## config.mk

```make
export PLATFORM = sky130hd
export DESIGN_NAME = instr_fetch_stage
export DESIGN_NICKNAME = d
export VERILOG_FILES = /design/src/rtl/fetch_pkg.sv /design/src/rtl/sync_fifo.sv /design/src/rtl/instr_fetch_stage.sv
export SDC_FILE = /design/constraint.sdc
export NUM_CORES = 1
export LEC_CHECK = 0
export CAP_MARGIN = 10
export CORE_UTILIZATION = 58
export CTS_CLUSTER_DIAMETER = 40
export DETAILED_ROUTE_END_ITERATION = 8
export DONT_BUFFER_PORTS = 1
export PLACE_DENSITY_LB_ADDON = 0.08
export SLEW_MARGIN = 0
export SYNTH_ARGS = -nofsm -noshare
export SYNTH_HDL_FRONTEND = slang
export SYNTH_SLANG_ARGS = --single-unit
```

## constraint.sdc

```tcl
create_clock -name clk -period 6.7 [get_ports clk]
set_clock_uncertainty 0.05 [all_clocks]
set_input_delay 1.34 -clock clk [delete_from_list [all_inputs] [get_ports clk]]
set_output_delay 1.34 -clock clk [all_outputs]
set_load 0.02 [all_outputs]
```

## src/rtl/fetch_pkg.sv

```systemverilog
// Shared definitions for the instruction fetch front-end.
package fetch_pkg;

  localparam int XLEN        = 32;
  localparam int INSTR_BYTES = 4;

  // One buffered fetch result: the PC it was fetched from and the word returned.
  typedef struct packed {
    logic [XLEN-1:0] pc;
    logic [XLEN-1:0] instr;
  } fetch_entry_t;

endpackage

```

## src/rtl/sync_fifo.sv

```systemverilog
// Small synchronous FIFO with flush and a registered head entry.
// The head register always holds the entry at the read pointer, so the
// consumer sees flop outputs with no read mux in front of it.
module sync_fifo #(
  parameter  int WIDTH = 64,
  parameter  int DEPTH = 2,
  localparam int PTR_W = $clog2(DEPTH),
  localparam int CNT_W = PTR_W + 1
) (
  input  logic             clk,
  input  logic             reset,
  input  logic             flush,
  input  logic             push,
  input  logic [WIDTH-1:0] push_data,
  input  logic             pop,
  output logic [CNT_W-1:0] count,
  output logic [WIDTH-1:0] head
);

  logic [WIDTH-1:0] mem_q [DEPTH];
  logic [WIDTH-1:0] mem_d [DEPTH];
  logic [PTR_W-1:0] wr_ptr_q, wr_ptr_d;
  logic [PTR_W-1:0] rd_ptr_q, rd_ptr_d;
  logic [CNT_W-1:0] count_q, count_d;
  logic [WIDTH-1:0] head_q, head_d;
  logic             do_push;
  logic             do_pop;

  // Next-state for storage, pointers, occupancy and the head register; flush wins.
  always_comb begin
    do_pop   = pop && (count_q != '0);
    do_push  = push && ((count_q != CNT_W'(DEPTH)) || do_pop);
    mem_d    = mem_q;
    wr_ptr_d = wr_ptr_q;
    rd_ptr_d = rd_ptr_q;
    count_d  = count_q;
    if (flush) begin
      wr_ptr_d = '0;
      rd_ptr_d = '0;
      count_d  = '0;
    end else begin
      if (do_push) begin
        mem_d[wr_ptr_q] = push_data;
        wr_ptr_d        = wr_ptr_q + 1'b1;
      end
      if (do_pop) begin
        rd_ptr_d = rd_ptr_q + 1'b1;
      end
      count_d = count_q + CNT_W'(do_push) - CNT_W'(do_pop);
    end
    head_d = mem_d[rd_ptr_d];
  end

  // State registers with synchronous active-low reset.
  always_ff @(posedge clk) begin
    if (!reset) begin
      for (int i = 0; i < DEPTH; i++) begin
        mem_q[i] <= '0;
      end
      wr_ptr_q <= '0;
      rd_ptr_q <= '0;
      count_q  <= '0;
      head_q   <= '0;
    end else begin
      mem_q    <= mem_d;
      wr_ptr_q <= wr_ptr_d;
      rd_ptr_q <= rd_ptr_d;
      count_q  <= count_d;
      head_q   <= head_d;
    end
  end

  assign count = count_q;
  assign head  = head_q;

endmodule

```

## src/rtl/instr_fetch_stage.sv

```systemverilog
// Fetch stage: owns the PC, issues word fetches to a 1-cycle-latency
// instruction memory, buffers responses and hands {pc, instr} to decode.
// Redirects flush the buffer and drop any response arriving that cycle.
module instr_fetch_stage #(
  parameter int               WIDTH      = 32,
  parameter logic [WIDTH-1:0] RESET_PC   = '0,
  parameter int               FIFO_DEPTH = 2
) (
  input  logic             clk,
  input  logic             reset,
  output logic             imem_req_valid,
  input  logic             imem_req_ready,
  output logic [WIDTH-1:0] imem_req_addr,
  input  logic             imem_rsp_valid,
  input  logic [WIDTH-1:0] imem_rsp_data,
  input  logic             redirect_valid,
  input  logic [WIDTH-1:0] redirect_pc,
  output logic             out_valid,
  input  logic             out_ready,
  output logic [WIDTH-1:0] out_pc,
  output logic [WIDTH-1:0] out_instr
);

  import fetch_pkg::*;

  localparam int CNT_W = $clog2(FIFO_DEPTH) + 1;
  localparam int OCC_W = CNT_W + 1;

  logic [WIDTH-1:0] pc_q, pc_d;
  logic             inflight_q, inflight_d;
  logic [WIDTH-1:0] inflight_pc_q, inflight_pc_d;

  logic [CNT_W-1:0] fifo_count;
  fetch_entry_t     fifo_head;
  fetch_entry_t     push_entry;
  logic             push;
  logic             pop;
  logic             accept;
  logic [OCC_W-1:0] occupancy;

  // Handshakes and issue credit: only fetch when the buffer is guaranteed room.
  always_comb begin
    out_valid        = (fifo_count != '0) && !redirect_valid;
    pop              = out_valid && out_ready;
    occupancy        = {1'b0, fifo_count} + OCC_W'(inflight_q) - OCC_W'(pop);
    imem_req_valid   = !redirect_valid && (occupancy < OCC_W'(FIFO_DEPTH));
    accept           = imem_req_valid && imem_req_ready;
    push             = imem_rsp_valid && inflight_q && !redirect_valid;
    push_entry.pc    = inflight_pc_q;
    push_entry.instr = imem_rsp_data;
  end

  // Next PC and in-flight tracking; a redirect overrides sequential fetch.
  always_comb begin
    pc_d          = pc_q;
    inflight_d    = accept;
    inflight_pc_d = inflight_pc_q;
    if (redirect_valid) begin
      pc_d = redirect_pc & ~WIDTH'(3);
    end else if (accept) begin
      pc_d          = pc_q + WIDTH'(INSTR_BYTES);
      inflight_pc_d = pc_q;
    end
  end

  // PC and in-flight registers with synchronous active-low reset.
  always_ff @(posedge clk) begin
    if (!reset) begin
      pc_q          <= RESET_PC;
      inflight_q    <= 1'b0;
      inflight_pc_q <= '0;
    end else begin
      pc_q          <= pc_d;
      inflight_q    <= inflight_d;
      inflight_pc_q <= inflight_pc_d;
    end
  end

  sync_fifo #(
    .WIDTH ($bits(fetch_entry_t)),
    .DEPTH (FIFO_DEPTH)
  ) u_fifo (
    .clk       (clk),
    .reset     (reset),
    .flush     (redirect_valid),
    .push      (push),
    .push_data (push_entry),
    .pop       (pop),
    .count     (fifo_count),
    .head      (fifo_head)
  );

  assign imem_req_addr = pc_q;
  assign out_pc        = fifo_head.pc;
  assign out_instr     = fifo_head.instr;

endmodule

```

==> summary.md <==
| Metric | Value |
|---|---|
| Status | completed |
| Inserted Diodes | 0 |
| Final wirelength | 21990 um |
| IO Count | 168 |
| Synth cell types | 63 |
| Port Buffers | 0 |
| Met1 usage | 34.28% |
| Total gr overflow | 0 |
| Vias in the first global route | 6458 |
| Post-synthesis mux area share | 13.54% |
| Via count | 6883 |
| Final setup viols | 0 |
| Hold Startpoint | u_fifo.mem_q[31] |
| Number of CTS-inserted buffers | 35 |
| VDD IR-drop max | 0.2198 mV |
| Row cnt | 46 |
| Synth top area share | 53.28% |
| Setup ws final | 2006 ps |
| Synth Area in XOR/XNOR | 1.179% |
| Clock root cell | clkbuf_16 |
| Leak pwr | 4.325 nW |
| Place WS | 2005 ps |
| HPWL Detailed | 13690 um |
| WL/cell | 18.75 um |
| Compound-gate portion of the synthesized area | 11.44% |
| R2R Setup Slk | 2940 ps |
| Detailed Route Iter0 Violations | 377 |
| Slew Viols, Final | 0 |
| Antenna violations before repair | 0 |
| GR peak layer | met2 |
| Post-CTS Setup Repair Bufs | 0 |
| Worst-path clk slew | 50 ps |
| Dominant cells by area after synthesis | dfxtp_1 53%, mux2i_1 13%, a2bb2oi_1 5.7%, nor2_1 5.2%, nand2_1 3.6% |
| Largest net degree at the start of global routing | 110 |
| RSZ-0062 raised after global routing | false |
| Max Cap Viol | 0 |
| Rel. slew slack | 27.30% |
| Ys async rst share | 0% |
| Post-cts gate resize count | 0 |
| Register area share after synthesis | 53.28% |
| First-pass GRT wire length | 33840 um |
| Routed vias/inst | 5.868 |
| Die Y | 131.0 um |
| Share of layout cells above drive strength 1 | 9.404% |
| Worst-Margin Slew | 1090 ps |
| Pre-Repair DR Iteration Count | 5 |
| Crit-path max FO | 37 |
| GRT Overall Usage | 25.33% |
| DIE AREA | 17170 sq um |
| Worst Hold End | u_fifo.mem_q[31] |
| Syn Area/Cell | 10.07 sq um |
| Syn. warnings | 0 |
| Core outline area | 16060 sq um |
| Power, Total | 3.526 mW |
| Simple-Gate Fraction of Synth Area | 15.74% |
| H-tree levels | 2 |
| Worst-case clock buffer depth | 3 |
| RR Endpoint | imem_req_addr[12] |
| Mapped Cells | 959 |
| Final period util | 70.06% |
| Synth-to-layout area growth | 12.15% |
| Remaining DRCs | 0 |
| Worst Hold Class | flop to flop |
| Worst-Skew Late Latency | 500 ps |
| Crit path time final | 4694 ps |
| Fin. Hold Viols | 0 |
| CP arrival | 3300 ps |
| Post-synthesis adder-cell area fraction | 0.7257% |
| CTS tree | yes |
| Largest family of logic cells by synthesized area | simple AND/OR/NAND/NOR gates |
| CP endpoint kind | primary output |
| Fin nets | 1008 |
| Synth Cell Area | 9656 sq um |
| Hold depth | 2 |
| #FFs+latches synth | 257 |
| Met3 usage | 8.469% |
| Setup TNS | 0 ps |
| RePlAce Congestion | 0.8473 |
| Startpoint Class | input pin |
| Initial Util | 60.13% |
| Met2 usage | 38.47% |
| Final ANT Viol Nets | 0 |
| EDFF count, synth | 0 |
| Worst setup path class | input pin to primary output |
| Die X | 131.0 um |
| Synth area leader | dfxtp_1 |
| CTS Hold Bufs | 0 |
| Peak Freq | 0.2130 GHz |
| Leading register cell type out of synthesis | dfxtp_1 |
| Worst EP required | 5310 ps |
| Power Density | 325.6 nW/um^2 |
| Reg2reg path depth | 11 |
| Clock tree sinks | 257 |
| Origin of the critical flop-to-flop path | u_fifo.count[1] |
[power breakdown]
group	total, mW	switching (mW)	internal, mW
registers	1.60	0.0519	1.55
clock network	1.84	0.663	1.17
logic	0.0862	0.0560	0.0302
total	3.53	0.770	2.76
[worst max-delay path by stage]
stage	from	to	slack, ps
4_1_cts	redirect_valid	imem_req_valid	1990
3_5_place_dp	redirect_valid	imem_req_valid	2000
6_report	redirect_valid	imem_req_valid	2010
3_3_place_gp	redirect_valid	imem_req_valid	2030
2_1_floorplan	redirect_valid	imem_req_valid	1960
5_1_grt	redirect_valid	imem_req_valid	1940
[synthesized netlist by cell type, types with 6 or more instances]
library cell and count:
dfxtp_1 257, buf_4 11, nand2_1 92, o211ai_1 7, nor2_1 133, a31oi_1 13
nor3_1 6, nand4_1 11, mux2i_1 125, xnor2_1 9, a21oi_1 45, a2bb2oi_1 63
o21ai_0 9, buf_2 21, clkbuf_1 34, and3_1 9, inv_1 6, nand3_1 24
and2_1 6
[critical path: stages]
cell,delay [ps]
o21ba_2,300
and2_1,150
ha_1,220
nand2b_1,160
fa_1,390
xor2_1,170
nor3b_1,570
[per-stage QoR]
| stage | hold WS, ps | instances | util, % | cell area, sq um |
|---|---|---|---|---|
| global placement | 401.1 | 1112 | 60.07 | 9647 |
| CTS | 422.1 | 1173 | 67.44 | 10830 |
| detailed placement | 411.8 | 1112 | 60.07 | 9647 |
| finish | 417.5 | 1173 | 67.44 | 10830 |
| global route | 432.6 | 1173 | 67.44 | 10830 |
| floorplan | 384.8 | 960 | - | 9659 |
[area by class of cell]
| type | instances | area [sq um] |
|---|---|---|
| Clock buffer | 47 | 1003 |
| Sequential cell | 257 | 5145 |
| Timing Repair Buffer | 7 | 52.55 |
| Tap cell | 216 | 270.3 |
| Inverter | 7 | 28.78 |
| Fill cell | 1216 | 5229 |
| Clock inverter | 14 | 178.9 |
| Multi-Input combinational cell | 625 | 4150 |
[placed cells by master, fill, tap and decap left out, types with 9 or more instances in the layout]
cell type	instances
a21oi_1	45
dfxtp_1	257
a31oi_1	13
a2bb2oi_1	63
nand4_1	11
nor2_1	132
nand2_1	92
nand3_1	24
mux2i_1	125
clkbuf_16	37
o21ai_0	9
xnor2_1	9
and3_1	9
[cells by family after synthesis]
| family | count (synthesis) |
|---|---|
| mux | 130 |
| buf+inv | 78 |
| flops | 257 |
| compound gates | 155 |
| xor+xnor | 13 |
| other cells | 1 |
| fa+ha+maj | 5 |
| simple gates | 320 |
[layer usage]
metal | vias up | share of wire [%]
met5 | - | 0
met4 | 0 | 1.4
met3 | 27 | 8.4
met2 | 231 | 46
met1 | 3311 | 45
li1 | 3314 | -
[state kept, by name, summed over array words and instances (netlist names)]
signal and flops:
u_fifo.count 2, inflight_q 1, u_fifo.wr_ptr_q 1, u_fifo.mem_q 128, inflight_pc_q 30, u_fifo.head 64
imem_req_addr 30, u_fifo.rd_ptr_q 1
Power figures use the tool's default switching activity.
